`src/rtl/c2_module.sv`:
```
// C2-style logic cell: a 4:1 mux with OR/AND-derived selects, plus a registered copy.
// Optional debug port sel[1:0] is present when MODULE_C2_SEL_OUT_EN is defined.
module c2_module (
    input  logic       clk,
    input  logic       rst,
    input  logic       d00,
    input  logic       d01,
    input  logic       d10,
    input  logic       d11,
    input  logic       a1,
    input  logic       b1,
    input  logic       a0,
    input  logic       b0,
    input  logic       en,
    output logic       out,
    output logic       out_q,
    output logic       out_valid
`ifdef MODULE_C2_SEL_OUT_EN
    ,
    output logic [1:0] sel
`endif
);

    logic       s1;
    logic       s0;
    logic [1:0] sel_int;
    logic       out_d;
    logic       valid_d;
    logic       valid_q;

    assign s1      = a1 | b1;
    assign s0      = a0 & b0;
    assign sel_int = {s1, s0};

`ifdef MODULE_C2_SEL_OUT_EN
    assign sel = sel_int;
`endif

    // Case-based mux so an X on an unselected data input never reaches out.
    always_comb begin
        out = 1'b0;
        unique case (sel_int)
            2'b00:   out = d00;
            2'b01:   out = d01;
            2'b10:   out = d10;
            2'b11:   out = d11;
            default: out = 1'b0;
        endcase
    end

    always_comb begin
        out_d   = out_q;
        valid_d = valid_q;
        if (en) begin
            out_d   = out;
            valid_d = 1'b1;
        end
    end

    always_ff @(posedge clk) begin
        if (rst) begin
            out_q   <= 1'b0;
            valid_q <= 1'b0;
        end else begin
            out_q   <= out_d;
            valid_q <= valid_d;
        end
    end

    assign out_valid = valid_q;

endmodule

```
`config.mk`:
```
export PLATFORM = sky130hd
export DESIGN_NAME = c2_module
export DESIGN_NICKNAME = d
export VERILOG_FILES = /design/src/rtl/c2_module.sv
export SDC_FILE = /design/constraint.sdc
export NUM_CORES = 1
export LEC_CHECK = 0
export BUFFER_PORTS_ARGS = -buffer_cell sky130_fd_sc_hd__buf_2
export CAP_MARGIN = 20
export CORE_AREA = 2 2 39 41
export CTS_CLUSTER_DIAMETER = 30
export CTS_CLUSTER_SIZE = 10
export DETAILED_ROUTE_END_ITERATION = 8
export DIE_AREA = 0 0 41 43
export PLACE_DENSITY = 0.35
export REMOVE_ABC_BUFFERS = 1
export SLEW_MARGIN = 20
export SYNTH_ARGS = -nofsm -noshare
export SYNTH_HDL_FRONTEND = slang
export SYNTH_SLANG_ARGS = --single-unit
export TNS_END_PERCENT = 50
```
`constraint.sdc`:
```
create_clock -name clk -period 1 [get_ports clk]
set_clock_uncertainty 0.1 [all_clocks]
set_input_delay 0.05 -clock clk [delete_from_list [all_inputs] [get_ports clk]]
set_output_delay 0.05 -clock clk [all_outputs]
set_load 0.01 [all_outputs]
```
Word level (Yosys, flattened, before mapping)
Cells that the tools add are included.
Widths: inputs -> output; s select.
{"block": "classes", "n_eq_ne": 3, "muxes": 1, "bitwise": 2, "reduce_logical": 1}
{"cell": "$eq 2x2->1 const B", "count": 2}
{"cell": "$pmux 1 s4", "count": 1}
{"cell": "$eq 2x1->1 const B", "count": 1}
{"cell": "$logic_not 2->1", "count": 1}
{"cell": "$and 1x1->1", "count": 1}
{"cell": "$or 1x1->1", "count": 1}
{"block": "word_totals", "ff_bits": 2, "in_bits": 11, "out_inout_bits": 3}

Depth between registers and ports, before layout
Gate-level depths: netlist of run 1.
{"block": "logic_depth", "ltp_word": 3, "ltp_mapped": 3}

Least setup slack after synthesis of run 1
No wires, ideal clock.
{"block": "synth_timing", "path_type": "register -> register", "startpoint": "register, netlist name out_q", "endpoint": "register out_q", "setup_ps": 95, "t_arrival_ps": 855, "required_ps": 805, "setup_slack_ps": -50, "stages_incl_launch_ff": 3, "n_path_buf": 0, "cell_sequence": "dfxtp_1 -> or3b_2 -> o311ai_1"}
{"element": "to (signal assigned)", "line": "65", "source": "out_q <= out_d;"}
{"element": "to (decl)", "line": "16", "source": "output logic out_q,"}

Final worst setup path of run 1
{"block": "layout_timing", "startpoint": "input port a0", "endpoint": "output port out"}
{"block": "layout_via", "elab_chain_len": 3, "word_cells_on_any_way": 6, "cone_classes": "eq/ne: 3; mux: 1; bitwise: 1; reduce/logical: 1"}
{"element": "from (decl)", "line": "12", "source": "input logic a0,"}
{"element": "$and 1x1->1 *", "line": "32", "source": "assign s0 = a0 & b0;"}
{"element": "$eq 2x2->1, or another cell as far along", "line": "42", "source": "unique case (sel_int)"}
{"element": "$pmux 1 s4 *", "line": "42"}
{"element": "to (decl)", "line": "15", "source": "output logic out,"}
Mark *: on every way between the ends. The rest lies on a longest branch, timed or not.

==> results.yml, run 1 <==
floorplan:
  initial_core_util_pct: 9.403
  ios: 14
  die-area_mm2: 0.001763
  dieWidth_um: 41
  die_h_um: 43
  core_area_mm2: 0.001384
  rows: 14
cells_and_area:
  area_delta_synth_final_pct: 126.0
  drive_gt1_share_pct: 59.46
  multiInputGateArea_um2: 96.34
  antenna-diode-count: 0
  nets: 50
  regArea_um2: 40.04
  num-fill-cells: 162
  postLayoutCoreUtil_pct: 21.25
drt:
  wire_per_inst_um: 9.528
  met2_length_um: 158
  drt_wl_total_um: 505
  drc_errors: 0
  top_layer_used: "met4"
  drt_iter0_drc: 4
  ant_nets: 0
  first_pass_iters: 2
  dr_wl_met3_um: 100
  vias: 199
  via_per_inst: 3.755
  met1_length_um: 241
setup_path:
  crit_path_start_kind: "input port"
  max_stage_delay_ns: 0.23
  crit_fanout: 2
  cp_num_buf_inv: 3
  slowest_stage: "mux2i_2"
  critPathRequiredTime_ns: 0.85
  critPathKind: "in2out"
  arrival_ns: 0.81
  crit_chain: "buf_2, buf_4, nand2_1, mux2i_2, o21bai_1, buf_2"
  timing.critical_path.mode_cell: "buf_2"
  path_delay_family: "buffers and inverters"
  endpoint_kind: "output port"
  reg2reg_depth: 2
  cp.depth: 6
sta:
  hold_viol: 0
  setup_viol: 0
  maxSlewViolCount: 0
  fmax_ghz: 1.047
  worst_pin_slew_ns: 0.2171
  period_share_pct: 95.52
  slew-limit-headroom_pct: 85.30
  fin_crit_ns: 0.9552
power_and_ir_drop:
  p_sw_mw: 0.08770
  peakVddDrop_uv: 368.5
  p_clk_share_pct: 50.6
  powerDensity_mw_per_mm2: 1225
  switching_share_pct: 24.34
  combPwrFrac_pct: 24.7
  intPower_mw: 0.2726
  p_seq_share_pct: 24.8
  power.total_mw: 0.3603
  leakagePower_nw: 0.1454
synthesis:
  synth_seq_cells: 2
  synth.avg_cell_area_um2: 8.675
  synth_area_um2: 130.1
  synth.yosys.seq_area_share_pct: 30.77
  synth.largest_area_cell: "dfxtp_1"
  yosys_warnings: 0
  synth_top_area_share_pct: 30.77
  ys_types: 12
  syn-instance-count: 15
  synth.area.top_cells: "dfxtp_1 31%, a2111o_1 8.7%, nor2_1 8.7%"
place:
  dp_hpwl_um: 382.7
  io_buffers: 13
  place_congestion: 0.6731
grt:
  grt_antenna_before_repair: 0
  grt_use_total_pct: 7.407
  first_global_vias: 190
  grt_pass1_wl_um: 765
  grt_max_degree: 4
  grt_overflow: 0
status:
  status: "complete, no violations"
clock_network:
  cts-htree-levels: 1
  cts_buffer_depth: 2
  path_clk_slew_ns: 0.03
  cts_tree: "built"
  worst_skew_pair.late_latency_ns: 0.23
  cts-root-buf: "clkbuf_4"
  cts_sinks: 2
  cts_buffers: 3
min_path:
  hold_depth: 3
  hold_path_class: "in2reg"
run:
  cap_violations: 0
## layer usage
| layer | track usage (%) | vias to the layer above |
|---|---|---|
| li1 | - | 102 |
| met1 | 8.280 | 79 |
| met2 | 7.500 | 16 |
| met3 | 7.853 | 2 |
| met4 | 6.000 | 0 |
| met5 | 0 | - |
## synthesized netlist by cell type (all sizes together)
cell    n
dfxtp   2
mux2i   1
nand2b  1
nand2   1
o21bai  1
nand3   1
o311ai  1
nor2    3
a2111o  1
a21bo   1
or3b    1
a21boi  1
## flip-flops by register name, indices dropped and copies added, names as in the netlist
name / count
out_q: 1
out_valid: 1
## what timing repair did
item,4_1_cts,5_1_grt
setup endpoints to repair,2,1
hold endpoints to repair,1,0
hold buffers,2,0
resized for setup,1,1
buffers inserted,0,1
pin swaps,1,0
## path summary, 6_finish.rpt
check            start        end  slack (ns)
max                 a0        out        0.04
min                 b1      out_q        0.04
max reg2reg      out_q      out_q        0.05
min reg2reg  out_valid  out_valid        0.38
## per-stage QoR
stage	cells	TNS, ns	worst slack, ns	hold slack [ns]	instance area, um^2
final	53	0	0.04482	0.04465	294.0
after CTS	52	0	0.01674	0.03511	282.8
after global placement	47	-0.04799	-0.03797	0.1365	237.7
after global routing	53	-0.008155	-0.008155	0.06831	294.0
after floorplan	15	-0.04998	-0.04998	0.02238	130.1
after detailed placement	47	-0.03901	-0.03901	0.1371	237.7
## placed cells by master, fill, tap and decap left out
master,count
a2111o_1,1
nand2_1,1
o21bai_1,1
clkbuf_4,3
a21boi_0,1
nor2_1,3
buf_2,13
o311ai_1,1
dlygate4sd3_1,2
or3b_4,1
nand2b_1,1
dfxtp_1,2
nand3_1,1
a21bo_1,1
mux2i_2,1
buf_4,4
## worst reg2reg max path, cell delays in order, from the launching register on
cell and delay (ns):
dfxtp_1 0.31, or3b_4 0.37, o311ai_1 0.07
## power groups by stage
stage | registers (mW) | clock network, mW | logic [mW]
finish | 0.0892 | 0.182 | 0.0888
global route | 0.0899 | 0.205 | 0.0981
CTS | 0.0893 | 0.195 | 0.0818
detailed placement | 0.0903 | 0 | 0.0744
global placement | 0.0902 | 0 | 0.0748
floorplan | 0.0931 | 0 | 0.0244
## cell type report
type / count / area share, %
clock buffers: 3 / 7.660
multi-input cells: 13 / 32.77
flip-flops and latches: 2 / 13.62
well taps: 16 / 6.809
repair buffers: 19 / 39.15
## kinds of logic (layout without fill, tap and decap cells)
family	after synthesis	after routing	synth area share (%)
AOI/OAI and AO/OA	5	5	34.62
and+or+nand+nor	7	7	26.92
DFF	2	2	30.77
buffers and inverters	0	22	0
muxes	1	1	7.693
(Power assumes the default switching activity.)
==> inputs of run 2 (changes only) <==
Settings changed: BUFFER_PORTS_ARGS -buffer_cell sky130_fd_sc_hd__buf_2 to not set, DONT_BUFFER_PORTS set to 1, PLACE_DENSITY 0.35 to 0.3.
==> results.yml, run 2 (same netlist as run 1, synthesis figures left out) <==
status:
  status: "finished, violations left"
  violations: "hold timing"
sta:
  period_share_pct: 94.90
  setup_viol: 0
  slew-limit-headroom_pct: 85.09
  maxSlewViolCount: 0
  worst_pin_slew_ns: 0.2174
  fin_ws_ns: 0.05104
  hold_viol: 2
  fmax_ghz: 1.054
  hold_ws_ns: -0.1981
  fin_crit_ns: 0.9490
  grt_setup_unrepaired: "false"
  fin_tns_setup_ns: 0
cells_and_area:
  final_cell_mix: "3 x nor2_1, 3 x clkbuf_4, 2 x dfxtp_1"
  regArea_um2: 40.04
  postLayoutCoreUtil_pct: 14.47
  instances_no_fill: 36
  nets: 33
  area_delta_synth_final_pct: 53.85
  drive_gt1_share_pct: 30.00
  antenna-diode-count: 0
  num-fill-cells: 165
  multiInputGateArea_um2: 100.1
setup_path:
  crit_fanout: 2
  timing.rr.start: "out_q"
  r2r_end: "out_q"
  reg2reg_depth: 2
  critPathKind: "reg2reg"
  arrival_ns: 0.97
  reg2reg_slack_ns: 0.05
  endpoint_kind: "flip-flop"
  critPathRequiredTime_ns: 1.02
  crit_path_start_kind: "flip-flop"
min_path:
  hold_path_class: "in2reg"
  hold_path_end: "out_valid"
  hold_depth: 1
  hp-start: "rst"
power_and_ir_drop:
  p_seq_share_pct: 30.1
  combPwrFrac_pct: 13.7
  powerDensity_mw_per_mm2: 1508
  p_sw_mw: 0.06096
  intPower_mw: 0.2409
  peakVddDrop_uv: 240.3
  p_clk_share_pct: 56.2
  leakagePower_nw: 0.07816
  switching_share_pct: 20.19
place:
  io_buffers: 0
  placedCellCount: 32
  preCtsSetupSlack_ns: -0.03939
  place_congestion: 0.5315
floorplan:
  dieWidth_um: 41
  die_h_um: 43
  core_area_mm2: 0.001384
  rows: 14
  initial_core_util_pct: 9.403
  die-area_mm2: 0.001763
  ios: 14
drt:
  ant_nets: 0
  drc_errors: 0
  vias: 131
  wire_per_inst_um: 9.472
  drt_wl_total_um: 341
  drt_iter0_drc: 0
  first_pass_iters: 1
  via_per_inst: 3.639
clock_network:
  cts-htree-levels: 1
  cts_buffers: 3
  cts_buffer_depth: 2
  cts-root-buf: "clkbuf_4"
  worst_skew_pair.late_latency_ns: 0.22
  cts_hold_buf: 1
  cts_sinks: 2
  cts_tree: "built"
  path_clk_slew_ns: 0.03
grt:
  grt_overflow: 0
  grt_max_degree: 4
  grt_antenna_before_repair: 0
  grt_pass1_wl_um: 607
  first_global_vias: 164
  grt_use_total_pct: 5.706
run:
  cap_violations: 0
## run 2: cell count changes in the layout (fill, tap and decap cells not counted), sizes merged
| cell | previous run | this run |
|---|---|---|
| dlygate4sd3 | 2 | 1 |
| buf | 17 | 1 |
## run 2: final cells by class
class,count,share of cell area (%)
multi-input combinational,13,50.00
sequential,2,20.00
clock buffer,3,11.25
tap,16,10.00
timing repair buffer,2,8.750
## run 2: power groups by stage
stage / Combinational (mW) / Clock, mW / Sequential [mW]
floorplan: 0.0244 / 0 / 0.0931
global placement: 0.0334 / 0 / 0.0919
detailed placement: 0.0347 / 0 / 0.0918
CTS: 0.0417 / 0.181 / 0.0909
global route: 0.0454 / 0.184 / 0.0914
finish: 0.0413 / 0.170 / 0.0908
## run 2: worst max-delay path: stages, from the launching register on
cell and delay (ns):
dfxtp_1 0.31, or3b_4 0.37, o311ai_2 0.07
## run 2: what timing repair did
item / in CTS / in global routing
buffers inserted: 0 / 0
setup endpoints to repair: 1 / 0
gates resized for setup: 2 / 0
endpoints found under the hold margin: 2 / 2
## run 2: metrics by stage
stage	total power, mW	cell area, um^2
floorplan	0.1174	130.1
global placement	0.1253	157.7
detailed placement	0.1265	157.7
CTS	0.3131	200.2
global route	0.3212	200.2
finish	0.3018	200.2
## run 2: layer usage
layer	GRT usage (%)	up-vias	part of all wire, %
met4	8.000	0	0
li1	-	68	-
met3	3.141	0	0
met5	0	-	0
met1	3.185	63	21
met2	9.063	0	78
## run 2: worst max path at each step
stage	from	endpoint	slack (ns)	depth (start not counted)
floorplan	out_q	out_q	-0.05	2
global placement	out_q	out_q	-0.03	2
detailed placement	out_q	out_q	-0.04	2
global route	out_q	out_q	0.02	2
CTS	out_q	out_q	0.04	2
finish	out_q	out_q	0.05	2
==> inputs of run 3 (changes only) <==
Settings changed: CTS_BUF_LIST set to sky130_fd_sc_hd__clkbuf_2.
==> results.yml, run 3 (same netlist as run 1, synthesis figures left out) <==
setup_path:
  r2r_end: "out_q"
  reg2reg_depth: 2
  max_stage_delay_ns: 0.38
  slowest_stage: "or3b_4"
  worstSetupStartpoint: "out_q"
  cp-endpoint: "out_q"
  crit_path_start_kind: "flip-flop"
  reg2reg_slack_ns: 0.05
  endpoint_kind: "flip-flop"
  timing.rr.start: "out_q"
  critPathKind: "reg2reg"
  arrival_ns: 0.94
  crit_fanout: 2
  crit_chain: "or3b_4, o311ai_2"
  critPathRequiredTime_ns: 0.99
clock_network:
  cts_tree: "built"
  cts-htree-levels: 1
  cts_sinks: 2
  cts-root-buf: "clkbuf_2"
  path_clk_slew_ns: 0.03
  cts_setup_buffers: 0
  worst_skew_pair.late_latency_ns: 0.18
  cts_buffers: 3
  cts_buffer_depth: 2
grt:
  grt_antenna_before_repair: 0
  grt_pass1_wl_um: 614
  grt_use_total_pct: 5.806
  grt_overflow: 0
  first_global_vias: 167
  grt_max_degree: 4
drt:
  drc_errors: 0
  drt_wl_total_um: 342
  vias: 127
  via_per_inst: 3.629
  ant_nets: 0
  wire_per_inst_um: 9.771
  drt_iter0_drc: 3
  first_pass_iters: 2
sta:
  hold_ws_ns: -0.1640
  hold_viol: 1
  setup_viol: 0
  slew-limit-headroom_pct: 85.07
  grt_setup_unrepaired: "false"
  fin_crit_ns: 0.9520
  worst_pin_slew_ns: 0.2178
  fmax_ghz: 1.050
  period_share_pct: 95.20
  maxSlewViolCount: 0
status:
  violations: "hold timing"
  status: "finished, violations left"
power_and_ir_drop:
  power.total_mw: 0.2481
  leakagePower_nw: 0.07405
  powerDensity_mw_per_mm2: 1358
  peakVddDrop_uv: 193.3
floorplan:
  rows: 14
  die_h_um: 43
  ios: 14
  initial_core_util_pct: 9.403
  core_area_mm2: 0.001384
  die-area_mm2: 0.001763
  dieWidth_um: 41
place:
  placedCellCount: 32
  io_buffers: 0
  place_congestion: 0.5315
cells_and_area:
  nets: 32
  antenna-diode-count: 0
  final_cell_mix: "3 x nor2_1, 3 x clkbuf_2, 2 x dfxtp_1"
  area_delta_synth_final_pct: 40.38
  instances_no_fill: 35
  drive_gt1_share_pct: 31.58
run:
  cap_violations: 0
min_path:
  hold_path_class: "in2reg"
## run 3: cell type report
| type | instances | area [um^2] |
|---|---|---|
| Tap cell | 16 | 20.02 |
| Sequential cell | 2 | 40.04 |
| Multi-Input combinational cell | 13 | 100.1 |
| Fill cell | 167 | 1201 |
| Clock buffer | 3 | 15.01 |
| Timing Repair Buffer | 1 | 7.507 |
## run 3: per-layer routing
metal | vias to the layer above | GRT usage (%) | part of all wire, %
met5 | - | 0 | 0
met4 | 0 | 8.000 | 0
met3 | 0 | 3.141 | 0
met2 | 0 | 9.688 | 77
met1 | 61 | 2.866 | 23
li1 | 66 | - | -
## run 3: critical path: cells and delay by family (launching register included)
family	cells	cell delay [ns]
AND/OR/NAND/NOR	1	0.38
flip-flops	1	0.31
AO/OA/AOI/OAI	1	0.07
## run 3: worst min path at each step
| stage | from | to | slack (ns) | depth (start not counted) |
|---|---|---|---|---|
| 6_report | rst | out_valid | -0.16 | 1 |
| 5_1_grt | rst | out_valid | -0.16 | 1 |
| 4_1_cts | rst | out_valid | -0.17 | 1 |
| 3_5_place_dp | rst | out_valid | 0.03 | 1 |
| 3_3_place_gp | rst | out_valid | 0.02 | 1 |
| 2_1_floorplan | rst | out_valid | 0.02 | 1 |
## run 3: power breakdown
group          switching [mW]  total (mW)  leakage [nW]  internal [mW]
combinational          0.0181      0.0381        0.0449         0.0200
clock                  0.0397       0.119        0.0125         0.0793
sequential            0.00433      0.0910        0.0166         0.0867
## run 3: per-stage QoR
step | setup TNS, ns | utilization, % | instance area [um^2] | setup slack [ns]
global route | 0 | 13.20 | 182.7 | 0.02317
global placement | -0.02945 | 11.39 | 157.7 | -0.02945
floorplan | -0.04998 | - | 130.1 | -0.04998
finish | 0 | 13.20 | 182.7 | 0.04801
CTS | 0 | 13.20 | 182.7 | 0.04178
detailed placement | -0.03939 | 11.39 | 157.7 | -0.03939
## run 3: timing repair
item	4_1_cts	5_1_grt
endpoints found under the setup margin	1	0
resized for setup	2	0
endpoints found under the hold margin	2	2
